## src/rtl/cpu_pkg.sv

```systemverilog
// Shared CPU constants: writeback source selects, load funct3 codes and the
// WB-stage control record.
package cpu_pkg;
   localparam int XLEN = 32;

   localparam logic [1:0] WD_SEL_ALU = 2'b00;
   localparam logic [1:0] WD_SEL_MEM = 2'b01;
   localparam logic [1:0] WD_SEL_PC4 = 2'b10;

   localparam logic [2:0] LD_LB  = 3'b000;
   localparam logic [2:0] LD_LH  = 3'b001;
   localparam logic [2:0] LD_LW  = 3'b010;
   localparam logic [2:0] LD_LBU = 3'b100;
   localparam logic [2:0] LD_LHU = 3'b101;

   typedef struct packed {
      logic       valid;
      logic [4:0] rd;
      logic       rf_wr;
      logic [1:0] wd_sel;
      logic [2:0] ldtype;
   } wb_ctrl_t;
endpackage

```

## src/rtl/mem_wb_stage_if.sv

```systemverilog
// MEM->WB bus: MEM-stage result and control in, register-file write port out.
interface mem_wb_stage_if #(
   parameter int XLEN  = 32,
   parameter int CNT_W = 32
);
   logic             stall_i;
   logic             flush_i;
   logic             mem_valid_i;
   logic [4:0]       mem_rd_i;
   logic             mem_rf_wr_i;
   logic [1:0]       mem_wd_sel_i;
   logic [XLEN-1:0]  mem_alu_i;
   logic [XLEN-1:0]  mem_pc4_i;
   logic [XLEN-1:0]  mem_rdata_i;
   logic [2:0]       mem_ldtype_i;
   logic             rf_wr_o;
   logic [4:0]       rf_a3_o;
   logic [XLEN-1:0]  rf_wd_o;
   logic             misalign_o;
   logic             wb_valid_o;
   logic [CNT_W-1:0] instret_o;

   modport master (
      output stall_i, flush_i, mem_valid_i, mem_rd_i, mem_rf_wr_i, mem_wd_sel_i,
             mem_alu_i, mem_pc4_i, mem_rdata_i, mem_ldtype_i,
      input  rf_wr_o, rf_a3_o, rf_wd_o, misalign_o, wb_valid_o, instret_o
   );

   modport slave (
      input  stall_i, flush_i, mem_valid_i, mem_rd_i, mem_rf_wr_i, mem_wd_sel_i,
             mem_alu_i, mem_pc4_i, mem_rdata_i, mem_ldtype_i,
      output rf_wr_o, rf_a3_o, rf_wd_o, misalign_o, wb_valid_o, instret_o
   );
endinterface

```

## src/rtl/mem_wb_stage_load_align.sv

```systemverilog
// Load alignment: picks the byte/halfword at the address offset out of the raw
// memory word, extends it, and flags offsets the load width cannot use.
module load_align #(
   parameter int XLEN = 32
) (
   input  logic [XLEN-1:0] rdata_i,
   input  logic [1:0]      off_i,
   input  logic [2:0]      ldtype_i,
   output logic [XLEN-1:0] data_o,
   output logic            misalign_o
);
   import cpu_pkg::*;

   logic [7:0]  byte_w;
   logic [15:0] half_w;

   always_comb begin
      byte_w     = rdata_i[{off_i, 3'b000} +: 8];
      half_w     = rdata_i[{off_i[1], 4'b0000} +: 16];
      data_o     = rdata_i;
      misalign_o = 1'b0;
      case (ldtype_i)
         LD_LB:  data_o = {{(XLEN-8){byte_w[7]}}, byte_w};
         LD_LBU: data_o = {{(XLEN-8){1'b0}}, byte_w};
         LD_LH: begin
            data_o     = {{(XLEN-16){half_w[15]}}, half_w};
            misalign_o = off_i[0];
         end
         LD_LHU: begin
            data_o     = {{(XLEN-16){1'b0}}, half_w};
            misalign_o = off_i[0];
         end
         // LW and the reserved funct3 codes all behave as a full-word load
         default: misalign_o = |off_i;
      endcase
   end
endmodule

```

## src/rtl/mem_wb_stage.sv

```systemverilog
// MEM/WB pipeline register and writeback mux driving the register-file write
// port, plus the retired-instruction counter.
module mem_wb_stage #(
   parameter int XLEN  = 32,
   parameter int CNT_W = 32
) (
   input  logic          clk,
   input  logic          rst,
   mem_wb_stage_if.slave bus
);
   import cpu_pkg::*;

   wb_ctrl_t         ctrl_q, ctrl_d;
   logic [XLEN-1:0]  alu_q, alu_d;
   logic [XLEN-1:0]  pc4_q, pc4_d;
   logic [XLEN-1:0]  rdata_q, rdata_d;
   logic [CNT_W-1:0] instret_q, instret_d;

   logic [XLEN-1:0]  ld_data;
   logic             ld_misalign;
   logic             misalign;

   always_comb begin
      ctrl_d  = ctrl_q;
      alu_d   = alu_q;
      pc4_d   = pc4_q;
      rdata_d = rdata_q;
      if (bus.flush_i) begin
         ctrl_d  = '0;
         alu_d   = '0;
         pc4_d   = '0;
         rdata_d = '0;
      end else if (!bus.stall_i) begin
         ctrl_d.valid  = bus.mem_valid_i;
         ctrl_d.rd     = bus.mem_rd_i;
         ctrl_d.rf_wr  = bus.mem_rf_wr_i;
         ctrl_d.wd_sel = bus.mem_wd_sel_i;
         ctrl_d.ldtype = bus.mem_ldtype_i;
         alu_d         = bus.mem_alu_i;
         pc4_d         = bus.mem_pc4_i;
         rdata_d       = bus.mem_rdata_i;
      end
   end

   // An instruction retires when it leaves WB; a flush still lets it leave.
   always_comb begin
      instret_d = instret_q;
      if (ctrl_q.valid && !bus.stall_i)
         instret_d = instret_q + 1'b1;
   end

   always_ff @(posedge clk or posedge rst) begin
      if (rst) begin
         ctrl_q    <= '0;
         alu_q     <= '0;
         pc4_q     <= '0;
         rdata_q   <= '0;
         instret_q <= '0;
      end else begin
         ctrl_q    <= ctrl_d;
         alu_q     <= alu_d;
         pc4_q     <= pc4_d;
         rdata_q   <= rdata_d;
         instret_q <= instret_d;
      end
   end

   load_align #(.XLEN(XLEN)) u_load_align (
      .rdata_i    (rdata_q),
      .off_i      (alu_q[1:0]),
      .ldtype_i   (ctrl_q.ldtype),
      .data_o     (ld_data),
      .misalign_o (ld_misalign)
   );

   assign misalign = ctrl_q.valid && (ctrl_q.wd_sel == WD_SEL_MEM) && ld_misalign;

   always_comb begin
      case (ctrl_q.wd_sel)
         WD_SEL_MEM: bus.rf_wd_o = ld_data;
         WD_SEL_PC4: bus.rf_wd_o = pc4_q;
         default:    bus.rf_wd_o = alu_q;
      endcase
   end

   assign bus.rf_wr_o    = ctrl_q.valid && ctrl_q.rf_wr && (ctrl_q.rd != 5'd0) && !misalign;
   assign bus.rf_a3_o    = ctrl_q.rd;
   assign bus.misalign_o = misalign;
   assign bus.wb_valid_o = ctrl_q.valid;
   assign bus.instret_o  = instret_q;
endmodule

```

## src/flat_wrapper.sv

```systemverilog
// flat-port wrapper written by rule: the top's interface ports become plain ports
module mem_wb_stage_flat import cpu_pkg::*;
#(
   parameter int XLEN  = 32,
   parameter int CNT_W = 32
)
  (clk, rst, bus_stall_i, bus_flush_i, bus_mem_valid_i, bus_mem_rd_i, bus_mem_rf_wr_i, bus_mem_wd_sel_i, bus_mem_alu_i, bus_mem_pc4_i, bus_mem_rdata_i, bus_mem_ldtype_i, bus_rf_wr_o, bus_rf_a3_o, bus_rf_wd_o, bus_misalign_o, bus_wb_valid_o, bus_instret_o);
  mem_wb_stage_if #(.XLEN(XLEN), .CNT_W(CNT_W)) bus_i ();
  input  logic clk;
  input  logic rst;
  input wire logic [$bits(bus_i.stall_i)-1:0] bus_stall_i;
  input wire logic [$bits(bus_i.flush_i)-1:0] bus_flush_i;
  input wire logic [$bits(bus_i.mem_valid_i)-1:0] bus_mem_valid_i;
  input wire logic [$bits(bus_i.mem_rd_i)-1:0] bus_mem_rd_i;
  input wire logic [$bits(bus_i.mem_rf_wr_i)-1:0] bus_mem_rf_wr_i;
  input wire logic [$bits(bus_i.mem_wd_sel_i)-1:0] bus_mem_wd_sel_i;
  input wire logic [$bits(bus_i.mem_alu_i)-1:0] bus_mem_alu_i;
  input wire logic [$bits(bus_i.mem_pc4_i)-1:0] bus_mem_pc4_i;
  input wire logic [$bits(bus_i.mem_rdata_i)-1:0] bus_mem_rdata_i;
  input wire logic [$bits(bus_i.mem_ldtype_i)-1:0] bus_mem_ldtype_i;
  output wire logic [$bits(bus_i.rf_wr_o)-1:0] bus_rf_wr_o;
  output wire logic [$bits(bus_i.rf_a3_o)-1:0] bus_rf_a3_o;
  output wire logic [$bits(bus_i.rf_wd_o)-1:0] bus_rf_wd_o;
  output wire logic [$bits(bus_i.misalign_o)-1:0] bus_misalign_o;
  output wire logic [$bits(bus_i.wb_valid_o)-1:0] bus_wb_valid_o;
  output wire logic [$bits(bus_i.instret_o)-1:0] bus_instret_o;
  assign bus_i.stall_i = bus_stall_i;
  assign bus_i.flush_i = bus_flush_i;
  assign bus_i.mem_valid_i = bus_mem_valid_i;
  assign bus_i.mem_rd_i = bus_mem_rd_i;
  assign bus_i.mem_rf_wr_i = bus_mem_rf_wr_i;
  assign bus_i.mem_wd_sel_i = bus_mem_wd_sel_i;
  assign bus_i.mem_alu_i = bus_mem_alu_i;
  assign bus_i.mem_pc4_i = bus_mem_pc4_i;
  assign bus_i.mem_rdata_i = bus_mem_rdata_i;
  assign bus_i.mem_ldtype_i = bus_mem_ldtype_i;
  assign bus_rf_wr_o = bus_i.rf_wr_o;
  assign bus_rf_a3_o = bus_i.rf_a3_o;
  assign bus_rf_wd_o = bus_i.rf_wd_o;
  assign bus_misalign_o = bus_i.misalign_o;
  assign bus_wb_valid_o = bus_i.wb_valid_o;
  assign bus_instret_o = bus_i.instret_o;
  mem_wb_stage #(.XLEN(XLEN), .CNT_W(CNT_W)) u_core (.clk(clk), .rst(rst), .bus(bus_i));
endmodule
```

## config.mk

```make
export PLATFORM = sky130hd
export DESIGN_NAME = mem_wb_stage_flat
export DESIGN_NICKNAME = d
export VERILOG_FILES = /design/src/rtl/cpu_pkg.sv /design/src/rtl/mem_wb_stage_if.sv /design/src/rtl/mem_wb_stage_load_align.sv /design/src/rtl/mem_wb_stage.sv /design/src/flat_wrapper.sv
export SDC_FILE = /design/constraint.sdc
export NUM_CORES = 1
export LEC_CHECK = 0
export BUFFER_PORTS_ARGS = -buffer_cell sky130_fd_sc_hd__buf_2
export CORE_UTILIZATION = 50
export CTS_CLUSTER_SIZE = 16
export DETAILED_ROUTE_END_ITERATION = 6
export PLACE_DENSITY_LB_ADDON = 0.1
export SKIP_LAST_GASP = 1
export SYNTH_ARGS = -nofsm -noshare
export SYNTH_HDL_FRONTEND = slang
export SYNTH_SLANG_ARGS = --single-unit
```

## constraint.sdc

```tcl
create_clock -name clk -period 6.03 [get_ports clk]
set_clock_uncertainty 0.2 [all_clocks]
set_input_delay 0.9045 -clock clk [delete_from_list [all_inputs] [get_ports clk]]
set_output_delay 0.9045 -clock clk [all_outputs]
set_load 0.01 [all_outputs]
```

==> out/qor.csv, run 1 <==
stage;metric;value;unit
run_status;status;complete, no violations;
layout;syn_to_final_growth;22.3;%
sta;finalWorstPathRequiredPeriod;3.92;ns
placed_design;io_buffers;183;
floorplan;io_pins;184;
critical_path;crit_required;4.93;ns
critical_path;r2r-end;u_core.bus.instret_o[10];
floorplan;die_area;14300;um^2
sta;maxSlewViolCount;0;
grt;gr-total-overflow;0;
layout;final_area;8450;um^2
grt;grt_pass1_vias;5441;
critical_path;critPathKind;register to primary output;
drt;dr.first_iter.drc_count;414;
floorplan;fp.dieW;120;um
drt;dr.pass1.iters;5;
yosys;synth_top_area_share;50.7;%
yosys;syn_avg_cell_area;10.6;um^2
power;power_density;286;nW/um^2
yosys;async_flop_share;100;%
critical_path;critPathLaunchType;register;
worst_hold_path;hold_path.startpoint;u_core.bus.instret_o[31];
placed_design;gp_congestion;0.904;
power;p_comb_share;12.7;%
flow_run;maxCapViolCount;0;
sta;finalCritPeriodShare;64.9;%
sta;rsz0062_at_grt;no;
drt;drcViolationCount;0;
worst_hold_path;min_path_cells;1;
grt;antenna_found_initial;1;
clock_tree;cts_resized;0;
floorplan;start_util;51.8;%
floorplan;core;13300;um^2
power;leakagePower;0.00437;uW
yosys;yosysSeqAreaShare;50.7;%
clock_tree;cts_made_buffers;17;
yosys;yosysUniqueCellTypes;43;
clock_tree;post-cts-setup-buffers;0;
clock_tree;hold_buffers;0;
drt;num_vias;5531;
floorplan;rows;42;
layout;seq_area;3500;um^2
clock_tree;clk_latency;0.41;ns
yosys;synth_top_area_cell;dfrtp_1;
yosys;synthCells;652;
placed_design;dpl_cell_area;7840;um^2
power;pwr-share-clk;44.0;%
critical_path;r2r_start;u_core.bus.wb_valid_o;
critical_path;reg2reg_depth;5;
clock_tree;cts_max_path_buffers;2;
grt;grt_pass1_wl;28700;um
critical_path;arrival;2.81;ns
yosys;synth_nets;767;
yosys;yosysWarningCount;0;
grt;grt_start_max_net_pins;109;
drt;viasPerCell;5.54;
layout;nFillCells;1169;
critical_path;rrSetupSlack;4.12;ns
critical_path;crit_path_max_fanout;65;
floorplan;die_h;120;um
layout;drive_gt1_share;27.6;%
sta;fmax;255;MHz
yosys;synth_seq_cells;140;
sta;hold_violations;0;
sta;setup_viol;0;
power;p_sw;599;uW
power;seq_power_share;43.3;%
power;peakVddDrop;0.178;mV
power;p_sw_share;24.8;%
clock_tree;cts_tree;done;
worst_hold_path;hp-class;register to register;
clock_tree;root_buffer;clkbuf_16;
drt;wl_per_cell;17.9;um
sta;worst_slew_pin_slew;1.15;ns
sta;tns;0;ns
drt;routed_wirelength;17900;um
grt;track_usage;26.2;%
yosys;synth_edf_count;0;
critical_path;endpoint_kind;primary output;
placed_design;hpwlAfterDp;12500;um
drt;ant_nets;0;
layout;nets;924;
yosys;synth-main-ff-cell;dfrtp_1;
clock_tree;clk_pin_slew;0.06;ns
clock_tree;numClockSinks;140;
sta;slew-limit-headroom;23.4;%
clock_tree;htree_levels;4;
yosys;synth_area;6910;um^2
sta;fin_hold_ws;0.270;ns
yosys;synth_area_leaders;dfrtp_1, mux2i_1, nor2_1, xnor2_1, nand2_1;
power;internal-power;1820;uW
worst_hold_path;holdPathEnd;u_core.bus.instret_o[31];
layout;multi_input_area;3150;um^2
==> kinds of logic (layout without fill, tap and decap cells) <==
kind of cell	after synthesis	count (layout)	synth area share (%)
muxes	119	119	17.6
AOI/OAI and AO/OA	87	87	8.84
DFF	140	140	50.7
adders and majority gates	3	3	0.543
and+or+nand+nor	219	219	14.7
xor gates and xnor gates	31	31	3.93
buffers and inverters	53	223	3.75
other	0	1	0
==> metal layers <==
| layer | share of wire (%) | track usage, % | up-vias |
|---|---|---|---|
| met3 | 7.2 | 7.08 | 21 |
| met1 | 45 | 35.4 | 2709 |
| met5 | 0 | 0 | - |
| met2 | 47 | 40.6 | 210 |
| li1 | - | - | 2591 |
| met4 | 1.7 | 9.45 | 0 |
==> placed cells by master (no fill, tap or decap), drive strengths merged <==
| master | netlist | layout |
|---|---|---|
| buf | 21 | 185 |
| dfrtp | 140 | 140 |
| nor2 | 118 | 118 |
| mux2i | 113 | 113 |
| nand2 | 53 | 53 |
| clkbuf | 26 | 25 |
| xnor2 | 24 | 24 |
| a21oi | 19 | 19 |
| o211ai | 18 | 18 |
| a22oi | 17 | 17 |
| o221ai | 14 | 14 |
| nand3 | 12 | 12 |
| nor2b | 7 | 7 |
| o22ai | 7 | 7 |
| xor2 | 7 | 7 |
| inv | 6 | 6 |
| a21boi | 5 | 5 |
| and3 | 5 | 5 |
| mux2 | 5 | 5 |
| and4 | 5 | 5 |
| and2 | 4 | 4 |
| clkinv | 0 | 4 |
| nand4 | 4 | 4 |
| nand2b | 3 | 3 |
| o21ai | 3 | 3 |
| bufinv | 0 | 3 |
| ha | 3 | 3 |
| nand3b | 2 | 2 |
| and2b | 2 | 2 |
| o22a | 2 | 2 |
| diode | 0 | 1 |
| mux4 | 1 | 1 |
| o2bb2ai | 1 | 1 |
| a211oi | 1 | 1 |
| or4 | 1 | 1 |
| and4b | 1 | 1 |
| nor3 | 1 | 1 |
| nor4b | 1 | 1 |
==> registers in the layout, summed over array words and instances, names as in the netlist <==
| name | cells |
|---|---|
| u_core.ctrl_q | 6 |
| u_core.rdata_q | 32 |
| u_core.alu_q | 32 |
| u_core.bus.rf_a3_o | 5 |
| u_core.bus.wb_valid_o | 1 |
| u_core.bus.instret_o | 32 |
| u_core.pc4_q | 32 |
==> through the flow <==
| step | worst slack, ns | util, % | total power [uW] | instances |
|---|---|---|---|---|
| final | 2.11 | 63.3 | 2420 | 999 |
| after global routing | 1.95 | 63.3 | 2520 | 998 |
| after CTS | 2.13 | 63.3 | 2440 | 998 |
| after detailed placement | 2.58 | 58.7 | 1370 | 966 |
| after global placement | 2.68 | 58.7 | 1360 | 966 |
| after floorplan | 1.17 | - | 1250 | 652 |
==> cells in the mapped netlist, types with 4 or more instances <==
library cell,n
dfrtp_1,140
nor2_1,118
mux2i_1,113
nand2_1,53
clkbuf_1,26
xnor2_1,24
a21oi_1,19
o211ai_1,18
a22oi_1,17
buf_2,14
o221ai_1,14
nand3_1,10
nor2b_1,7
o22ai_1,7
xor2_1,7
inv_1,6
a21boi_0,5
and3_1,5
buf_4,5
and2_1,4
and4_1,4
mux2_2,4
==> area by class of cell <==
cell class | instances | area share (%)
multi-input cells | 459 | 37.3
repair buffers | 185 | 11.1
clock inverters | 7 | 1.30
diodes | 1 | 0.0296
flip-flops and latches | 140 | 41.5
clock buffers | 25 | 5.87
well taps | 176 | 2.61
inverters | 6 | 0.326
==> worst max-delay path by stage <==
| stage | from | to | slack (ns) | cells past startpoint |
|---|---|---|---|---|
| after floorplan | rst | u_core.alu_q[0] | 1.17 | 1 |
| after global placement | u_core.ctrl_q[3] | bus_rf_wd_o[11] | 2.68 | 6 |
| after detailed placement | u_core.ctrl_q[3] | bus_rf_wd_o[10] | 2.58 | 6 |
| after CTS | u_core.ctrl_q[3] | bus_rf_wd_o[10] | 2.13 | 6 |
| after global routing | u_core.ctrl_q[3] | bus_rf_wd_o[13] | 1.95 | 6 |
| final | u_core.ctrl_q[3] | bus_rf_wd_o[10] | 2.11 | 6 |
==> critical path: stages, from the launching register on <==
cell and delay, ns:
dfrtp_1 0.37, inv_1 0.06, ha_2 1.02, nor2b_1 0.25
nand2_1 0.29, o221ai_1 0.16, buf_2 0.20
==> power by group through the flow <==
stage               registers (uW)  logic (uW)  clock network [uW]
detailed placement            1060         307                   0
global route                  1050         338                1130
CTS                           1050         309                1080
global placement              1060         302                   0
floorplan                     1050         199                   0
finish                        1050         306                1060
Power figures use the tool's default switching activity.
==> run 2: changes to the inputs <==
Clock period 6.03 ns to 3.8 ns, I/O delays scaled along.
==> run 2 against run 1 <==
Compared with the run above:
- global-route usage up 1.0 points
- critical endpoint is now bus_rf_wd_o[18]
- combinational power up 62%
- clock-buffer cell count down 4
- non-clock buffer count grew 4
- sequential power grew 58%
- sequential share of layout area fell by 0.47 points
- via count is 0.96% higher
- critical path type unchanged
- core utilization grew 0.73 points
- wire length is 4.7% higher
==> out/qor.csv, run 2 (synthesis gave the netlist of run 1 again) <==
stage;metric;value;unit;change
placed_design;io_buffers;183;;unchanged
grt;grt_pass1_vias;5582;;+2.6%
sta;slew-limit-headroom;22.8;%;-0.60 points
clock_tree;cts_made_buffers;17;;unchanged
sta;worst_slew_pin_slew;1.16;ns;+0.00903 ns
clock_tree;clk_latency;0.43;ns;+0.02 ns
floorplan;rows;42;;unchanged
critical_path;slowest_stage;and2_1;;
run_status;status;complete, no violations;;
power;finalPower;4000;uW;+65%
critical_path;critPathLaunchType;register;;
critical_path;arrival;2.44;ns;-0.37 ns
critical_path;worst-path-buf-inv;2;;unchanged
critical_path;slowest_delay;0.59;ns;-0.43 ns
power;peakVddDrop;0.275;mV;+54%
sta;setup_viol;0;;unchanged
floorplan;die_area;14300;um^2;unchanged
sta;finalCritPeriodShare;84.4;%;
sta;tns;0;ns;unchanged
clock_tree;root_buffer;clkbuf_16;;
critical_path;crit_chain;inv_1 > ha_1 > and2_1 > a22oi_1 > o211ai_1 > buf_2;;
clock_tree;htree_levels;4;;unchanged
floorplan;io_pins;184;;unchanged
sta;maxSlewViolCount;0;;unchanged
floorplan;start_util;51.8;%;unchanged
clock_tree;post-cts-setup-buffers;0;;unchanged
clock_tree;numClockSinks;140;;unchanged
drt;num_vias;5584;;+0.96%
drt;wl_per_cell;18.7;um;+4.3%
floorplan;die_h;120;um;unchanged
layout;finish.utilization;64.0;%;+0.73 points
layout;final_common_cell;buf_2;;
drt;viasPerCell;5.57;;+0.56%
grt;antenna_found_initial;1;;unchanged
floorplan;core;13300;um^2;unchanged
clock_tree;hold_buffers;1;;+1
grt;track_usage;27.2;%;+1.0 points
placed_design;gp_congestion;0.900;;-0.42%
grt;grt_pass1_wl;29500;um;+2.6%
grt;grt_start_max_net_pins;109;;unchanged
drt;dr.pass1.iters;5;;unchanged
drt;ant_nets;0;;unchanged
drt;drcViolationCount;0;;unchanged
layout;nets;928;;+0.43%
critical_path;endpoint_kind;primary output;;
clock_tree;clk_pin_slew;0.06;ns;about the same
drt;routed_wirelength;18700;um;+4.7%
grt;gr-total-overflow;0;;unchanged
clock_tree;cts_tree;done;;
floorplan;fp.dieW;120;um;unchanged
power;power_density;468;nW/um^2;+63%
clock_tree;cts_resized;0;;unchanged
layout;syn_to_final_growth;23.7;%;
critical_path;path_delay_family;simple AND/OR/NAND/NOR gates;;
sta;finalWorstPathRequiredPeriod;3.21;ns;
sta;fin_hold_ws;0.188;ns;-0.0822 ns
flow_run;maxCapViolCount;0;;unchanged
placed_design;hpwlAfterDp;13000;um;+4.7%
critical_path;crit_path_max_fanout;16;;-75%
drt;dr.first_iter.drc_count;478;;+15%
sta;rsz0062_at_grt;no;;
worst_hold_path;hp-class;input pin to register;;
critical_path;critPathKind;register to primary output;;
layout;mostFrequentLayoutCells;buf_2, dfrtp_1, nor2_1;;
power;leakagePower;0.00441;uW;+0.84%
sta;hold_violations;0;;unchanged
clock_tree;cts_max_path_buffers;2;;unchanged
critical_path;crit_required;3.03;ns;-1.90 ns
layout;drive_gt1_share;28.2;%;+0.59 points
sta;fmax;312;MHz;
## run 2: cell count changes in the layout (fill, tap and decap cells not counted)
cell / change
buf_12: +1
buf_4: +2
bufinv_16: +2
clkbuf_1: -3
clkbuf_8: -1
clkinv_2: -1
clkinv_4: +1
clkinvlp_4: +3
dlygate4sd3_1: +1
inv_6: -1
## run 2: cell type report
cell class	instances	area, um^2
fill	1122	4800
inverter	6	26.3
timing repair buffer	189	985
multi-input combinational	459	3150
clock buffer	21	470
sequential	140	3500
clock inverter	11	189
tap	176	220
antenna	1	2.50
## run 2: routing by layer
metal  GRT usage [%]  part of all wire [%]  up-vias
met5               0                     0        -
met4            10.7                   2.2        0
met2            42.2                    47      204
li1                -                     -     2586
met3            6.56                   6.2       34
met1            36.9                    45     2760
## run 2: power breakdown
group	leakage [uW]	switching (uW)	internal [uW]
logic	0.00222	279	216
registers	0.00187	87.7	1580
clock network	0.000319	626	1210
total	0.00441	993	3000
## run 2: worst paths after layout
kind                                           from                       end  slack (ns)  depth (start not counted)
hold / removal                     bus_mem_alu_i[2]           u_core.alu_q[2]        0.19                          3
max in group asynchronous                       rst     u_core.bus.rf_a3_o[4]        2.12                          4
min in group asynchronous                       rst  u_core.bus.instret_o[24]        0.52                          3
setup / recovery                   u_core.ctrl_q[4]           bus_rf_wd_o[18]        0.59                          6
setup reg to reg              u_core.bus.wb_valid_o  u_core.bus.instret_o[18]        1.81                          5
hold reg to reg            u_core.bus.instret_o[31]  u_core.bus.instret_o[31]        0.26                          1
## run 2: stage by stage
stage | cells | cell area [um^2] | setup WS, ns
after global placement | 969 | 7870 | 1.11
after floorplan | 652 | 6910 | 1.28
final | 1003 | 8540 | 0.592
after CTS | 1002 | 8540 | 0.585
after detailed placement | 969 | 7870 | 1.04
after global routing | 1003 | 8540 | 0.413
## run 2: worst reg2reg max path, delay by kind of cell (launching register included)
family        cells  cell delay (ns)
flops             1             0.47
simple gates      4             1.01
xor+xnor          1             0.22
